File: src/rtl/obc_challenge_monitor.sv
// obc_challenge_monitor
//   Challenge/response watchdog for an on-board computer (OBC). Each round it
//   issues ROUNDS pseudo-random questions from a 16-bit Fibonacci LFSR and
//   grades the OBC's answers. A round can end in one of three ways:
//     - clean pass: every answer correct;
//     - marginal pass: at least PASS_MIN correct, and one strike is recorded;
//     - fail: fewer than PASS_MIN correct.
//   A failed round, or reaching STRIKE_LIMIT strikes, latches a shutdown that
//   requests a switchover and a reset of OBC 1. Only reset clears it.
//
// Ports
//   clk           rising-edge clock
//   reset         asynchronous active-low reset
//   enable        permits new rounds to start
//   q_valid       question offered (ISSUE state)
//   q_data        current question, low Q_WIDTH bits of the LFSR
//   q_ready       OBC accepts the question
//   a_valid       OBC answer strobe
//   a_data        OBC answer
//   busy          round in progress (ISSUE, WAIT, EVAL)
//   round_done    one-cycle pulse in EVAL
//   round_pass    verdict of the last round, held until the next round_done
//   correct_count correct answers in the current or last round
//   strike_count  accumulated marginal passes, saturating at 15
//   override      shutdown indication to the OBC switchover
//   obc_reset     reset request to OBC 1
module obc_challenge_monitor #(
  parameter int unsigned Q_WIDTH      = 4,
  parameter int unsigned ROUNDS       = 10,
  parameter int unsigned PASS_MIN     = 7,
  parameter int unsigned STRIKE_LIMIT = 3,
  parameter int unsigned TIMEOUT      = 255,
  parameter int unsigned INTERVAL     = 1000,
  parameter logic [15:0] SEED         = 16'hACE1
) (
  input  logic                             clk,
  input  logic                             reset,
  input  logic                             enable,
  output logic                             q_valid,
  output logic [Q_WIDTH-1:0]               q_data,
  input  logic                             q_ready,
  input  logic                             a_valid,
  input  logic [Q_WIDTH-1:0]               a_data,
  output logic                             busy,
  output logic                             round_done,
  output logic                             round_pass,
  output logic [$clog2(ROUNDS+1)-1:0]      correct_count,
  output logic [3:0]                       strike_count,
  output logic                             override,
  output logic                             obc_reset
);

  localparam int unsigned CW = $clog2(ROUNDS + 1);
  localparam int unsigned TW = $clog2(TIMEOUT);
  localparam int unsigned IW = (INTERVAL > 1) ? $clog2(INTERVAL) : 1;

  localparam logic [15:0]   SEED_EFF    = (SEED == 16'h0000) ? 16'h0001 : SEED;
  localparam logic [CW-1:0] ROUNDS_C    = CW'(ROUNDS);
  localparam logic [CW-1:0] PASS_C      = CW'(PASS_MIN);
  localparam logic [7:0]    IDX_LAST    = 8'(ROUNDS - 1);
  localparam logic [TW-1:0] TIMER_LAST  = TW'(TIMEOUT - 1);
  localparam logic [IW-1:0] IVL_LAST    = IW'(INTERVAL - 1);
  localparam logic [3:0]    STRIKE_LIM  = 4'(STRIKE_LIMIT);

  localparam logic [2:0] S_IDLE     = 3'd0;
  localparam logic [2:0] S_ISSUE    = 3'd1;
  localparam logic [2:0] S_WAIT     = 3'd2;
  localparam logic [2:0] S_EVAL     = 3'd3;
  localparam logic [2:0] S_VALID    = 3'd4;
  localparam logic [2:0] S_SHUTDOWN = 3'd5;

  logic [2:0]         state;
  logic [15:0]        lfsr;
  logic [Q_WIDTH-1:0] exp_q;
  logic [7:0]         idx;
  logic [TW-1:0]      timer;
  logic [IW-1:0]      ivl_cnt;

  logic               feedback;
  logic [Q_WIDTH-1:0] exp_next;
  logic               ans_hit;
  logic               q_end;
  logic [CW-1:0]      count_after;
  logic [3:0]         strike_inc;

  always_comb begin
    feedback    = lfsr[15] ^ lfsr[13] ^ lfsr[12] ^ lfsr[10];
    // bit 0 is inverted, every higher bit is the XOR with its lower neighbour
    exp_next    = lfsr[Q_WIDTH-1:0] ^ {lfsr[Q_WIDTH-2:0], 1'b1};
    ans_hit     = (state == S_WAIT) && a_valid && (a_data == exp_q);
    // an answer on the timeout cycle is graded, not treated as a timeout
    q_end       = (state == S_WAIT) && (a_valid || (timer == TIMER_LAST));
    count_after = correct_count + CW'(ans_hit);
    strike_inc  = (strike_count == 4'hF) ? 4'hF : strike_count + 4'd1;
  end

  // The LFSR advances on the handshake, so the expected answer is captured
  // at that moment rather than recomputed from q_data during WAIT.
  always_ff @(posedge clk or negedge reset) begin
    if (!reset) begin
      state         <= S_IDLE;
      lfsr          <= SEED_EFF;
      exp_q         <= '0;
      idx           <= '0;
      timer         <= '0;
      ivl_cnt       <= '0;
      correct_count <= '0;
      strike_count  <= '0;
      round_pass    <= 1'b0;
    end else begin
      case (state)
        S_IDLE: begin
          if (enable) begin
            correct_count <= '0;
            idx           <= '0;
            state         <= S_ISSUE;
          end
        end
        S_ISSUE: begin
          if (q_ready) begin
            lfsr  <= {lfsr[14:0], feedback};
            exp_q <= exp_next;
            timer <= '0;
            state <= S_WAIT;
          end
        end
        S_WAIT: begin
          if (q_end) begin
            correct_count <= count_after;
            if (idx == IDX_LAST) begin
              round_pass <= (count_after >= PASS_C);
              state      <= S_EVAL;
            end else begin
              idx   <= idx + 8'd1;
              state <= S_ISSUE;
            end
          end else begin
            timer <= timer + TW'(1);
          end
        end
        S_EVAL: begin
          ivl_cnt <= '0;
          if (correct_count == ROUNDS_C) begin
            state <= S_VALID;
          end else if (correct_count >= PASS_C) begin
            strike_count <= strike_inc;
            state        <= (strike_inc >= STRIKE_LIM) ? S_SHUTDOWN : S_VALID;
          end else begin
            state <= S_SHUTDOWN;
          end
        end
        S_VALID: begin
          if (!enable) begin
            state <= S_IDLE;
          end else if (ivl_cnt == IVL_LAST) begin
            ivl_cnt       <= '0;
            correct_count <= '0;
            idx           <= '0;
            state         <= S_ISSUE;
          end else begin
            ivl_cnt <= ivl_cnt + IW'(1);
          end
        end
        S_SHUTDOWN: begin
          state <= S_SHUTDOWN;
        end
        default: begin
          state <= S_IDLE;
        end
      endcase
    end
  end

  assign q_valid    = (state == S_ISSUE);
  assign q_data     = lfsr[Q_WIDTH-1:0];
  assign busy       = (state == S_ISSUE) || (state == S_WAIT) || (state == S_EVAL);
  assign round_done = (state == S_EVAL);
  assign override   = (state == S_SHUTDOWN);
  assign obc_reset  = (state == S_SHUTDOWN);

endmodule

File: config.mk
export PLATFORM = sky130hd
export DESIGN_NAME = obc_challenge_monitor
export DESIGN_NICKNAME = d
export VERILOG_FILES = /design/src/rtl/obc_challenge_monitor.sv
export SDC_FILE = /design/constraint.sdc
export NUM_CORES = 1
export LEC_CHECK = 0
export BUFFER_PORTS_ARGS = -buffer_cell sky130_fd_sc_hd__buf_2
export CAP_MARGIN = 20
export CELL_PAD_IN_SITES_DETAIL_PLACEMENT = 1
export CELL_PAD_IN_SITES_GLOBAL_PLACEMENT = 1
export CORE_MARGIN = 5
export CORE_UTILIZATION = 42
export CTS_CLUSTER_DIAMETER = 40
export DETAILED_ROUTE_END_ITERATION = 12
export PLACE_DENSITY = 0.84
export SLEW_MARGIN = 20
export SYNTH_ARGS = -nofsm -noshare
export SYNTH_HDL_FRONTEND = slang
export SYNTH_SLANG_ARGS = --single-unit
export TNS_END_PERCENT = 1
File: constraint.sdc
create_clock -name clk -period 2.4 [get_ports clk]
set_input_delay 0.24 -clock clk [delete_from_list [all_inputs] [get_ports clk]]
set_output_delay 0.24 -clock clk [all_outputs]
set_load 0.005 [all_outputs]
==> out/results.txt <==
status -> complete, no violations
Max rail drop VDD -> 0.298 mV
vias in the first global route -> 2822
CP arrival -> 2.45 ns
Final #Nets -> 390
GRT Max-Usage Layer -> met2
WHS -> 0.244 ns
Synth area leaders -> dfrtp_1 (38%), nand2_1 (7.7%), dfstp_2 (6.4%)
post-route ant nets -> 0
overall routing resource usage -> 17.4%
CTS root buffer -> clkbuf_8
GRT met3 Usage -> 3.00%
pre-CTS worst setup slack -> 0.131 ns
Net Count, Synth -> 362
gp weighted congestion -> 0.814
Post-Syn Area -> 3260 µm²
#FFs+latches synth -> 58
CTS buffer count -> 9
I/O pin cnt -> 27
register area share after synthesis -> 44.8%
grt met1 use -> 22.0%
Syn Inst Count -> 345
FF-to-FF Start -> state[0]$_DFFE_PN0P_
Required @ worst endpoint -> 2.64 ns
RSZ-0062 raised after global routing -> no
Yosys warning count -> 0
antenna fix cells -> 0
pin count of the biggest net entering global routing -> 33
Detailed Routing Iterations Pass 1 -> 4
Reg2Reg Capture Point -> round_pass$_DFFE_PN0P_
Die H -> 98.1 µm
Setup crit end kind -> register
Die ar. -> 9620 µm²
critical path cell sequence -> or3b_4, nor4_2, and3_1, ha_2, ha_4, nand2_2, o22ai_2, a221oi_2, o31ai_2
logic depth of the worst path, buffers included -> 9
critical path class -> register to register
initial core utilization -> 42.6%
Avg Synthesized Cell Area -> 9.45 µm²
row count -> 32
final setup vio count -> 0
hold path cells -> 3
crit share post-route -> 92.2%
Max Clock Freq -> 452 MHz
drt total wl -> 7640 µm
Cells after DPL -> 463
WP buf/inv -> 0
most frequent cells in the layout -> nand2_1 (66), dfrtp_1 (50), buf_2 (26)
PwrDens -> 744 nW/µm²
Die Width -> 98.1 µm
fraction of layout cells with a size suffix above 1 -> 22.8%
area leader, netlist -> dfrtp_1
crit path time final -> 2.21 ns
initial antenna violation count -> 0
CTS Buffer Depth -> 2
met2 Use GR -> 29.2%
Final Hold Fails -> 0
Top Family by Delay on Critical Path -> simple AND/OR/NAND/NOR gates
area grow syn2layout -> 14.3%
number of synthesized flops with an enable pin -> 0
Clock Skews -> 0.00971 ns
CP max-delay cell -> or3b_4
hold wc startpoint -> q_ready
H-tree levels -> 3
TNS Setup -> 0 ns
Max-slew headroom -> 57.2%
number of distinct library cells after synthesis -> 67
setup slack after layout -> 0.186 ns
worst min-delay path category -> input port to register
FF-to-FF path depth -> 9
DRC violation total after the first TritonRoute iteration -> 65
hold path endpoint -> state[0]$_DFFE_PN0P_
leading cell type in the layout, fill and taps excluded -> nand2_1
Residual DRC -> 0
Main synth FF type -> dfrtp_1
Layout Cells excl Fill -> 480
worst slew pin tran -> 0.642 ns
Post-synth ARST share -> 100%
CTS Sinks -> 58
max-cap violations -> 0
PortBufs -> 26
final HPWL from detailed placement -> 5600 µm
clk slew on worst S/H paths -> 0.07 ns
Final Max Slew Viols -> 0
CTS tree -> built
startpoint class of the critical path -> register
vias post-DR -> 2652
area of the core -> 7650 µm²
Synth top area share -> 38.4%
largest stage delay on the critical path -> 0.42 ns
utilization after layout -> 48.7%
global-route wire length before repair -> 13600 µm
CP max FO -> 3
Via density -> 5.53
grt ovf -> 0
Leak -> 0.00167 µW
reg2reg setup slack -> 0.19 ns
worst skew pair latency -> 0.35 ns
WL per Instance -> 15.9 µm
## worst min-delay path: cells and delay by family
kind / cells / cell delay (ns)
simple gates: 1 / 0.12
compound gates: 1 / 0.06
buf+inv: 1 / 0.13
## synth_stat cells (all sizes together) (4+ instances only)
library cell   n
a22o           5
nor3           5
a21oi         14
a31oi          8
dfrtp         50
xor2           5
ha             8
inv            6
buf           14
dfstp          8
nor2          15
nand3         13
nor2b          5
and2           7
and3           6
o22a           5
xnor2          7
o31ai          4
nand4          5
o21ai         21
clkbuf         7
nand2b         5
nand2         67
## logic make-up (layout without fill, tap and decap cells)
| logic type | after synthesis | in the layout | synth area share, % |
|---|---|---|---|
| compound gates | 81 | 81 | 17.3 |
| xor+xnor | 12 | 12 | 3.22 |
| fa+ha+maj | 8 | 8 | 3.07 |
| buf+inv | 27 | 60 | 4.45 |
| flops | 58 | 58 | 44.8 |
| mux | 5 | 5 | 1.65 |
| simple gates | 154 | 154 | 25.5 |
## metal layers
| metal | routed length [µm] | share of wire (%) | up-vias |
|---|---|---|---|
| li1 | - | - | 1292 |
| met1 | 3570 | 47 | 1304 |
| met2 | 3670 | 48 | 44 |
| met3 | 273 | 3.6 | 12 |
| met4 | 127 | 1.7 | 0 |
| met5 | 0 | 0 | - |
## flip-flops by register name, indices dropped and copies added (netlist names)
name,flops
lfsr,16
exp_q,4
round_pass,1
strike_count,4
timer,8
state,3
correct_count,4
ivl_cnt,10
idx,8
## through the flow
stage	power, µW	cell area [µm²]
after CTS	2810	3720
final	2770	3730
after detailed placement	1980	3530
after global placement	1940	3530
after global routing	2970	3730
after floorplan	1730	3300
## power by group
part	switching [µW]	internal, µW
clock	436	380
combinational	480	334
sequential	81.7	1060
## area by class of cell
type	count	area (µm²)
Clock buffer	9	124
Sequential cell	58	1460
Timing Repair Buffer	38	248
Multi-Input combinational cell	260	1690
Tap cell	102	128
Inverter	6	22.5
Fill cell	881	3920
Clock inverter	7	53.8
## repair_timing
item,CTS,global route
setup buffers,0,0
endpoints found under the setup margin,0,1
endpoints found under the hold margin,23,0
hold buffers,1,0
gates resized for setup,0,1
## how the worst max path moves through the flow
stage,startpoint,endpoint
detailed placement,state[0]$_DFFE_PN0P_,round_pass$_DFFE_PN0P_
CTS,state[0]$_DFFE_PN0P_,round_pass$_DFFE_PN0P_
finish,state[0]$_DFFE_PN0P_,round_pass$_DFFE_PN0P_
global placement,state[0]$_DFFE_PN0P_,round_pass$_DFFE_PN0P_
floorplan,state[0]$_DFFE_PN0P_,round_pass$_DFFE_PN0P_
global route,state[0]$_DFFE_PN0P_,round_pass$_DFFE_PN0P_
Power figures use the tool's default switching activity.
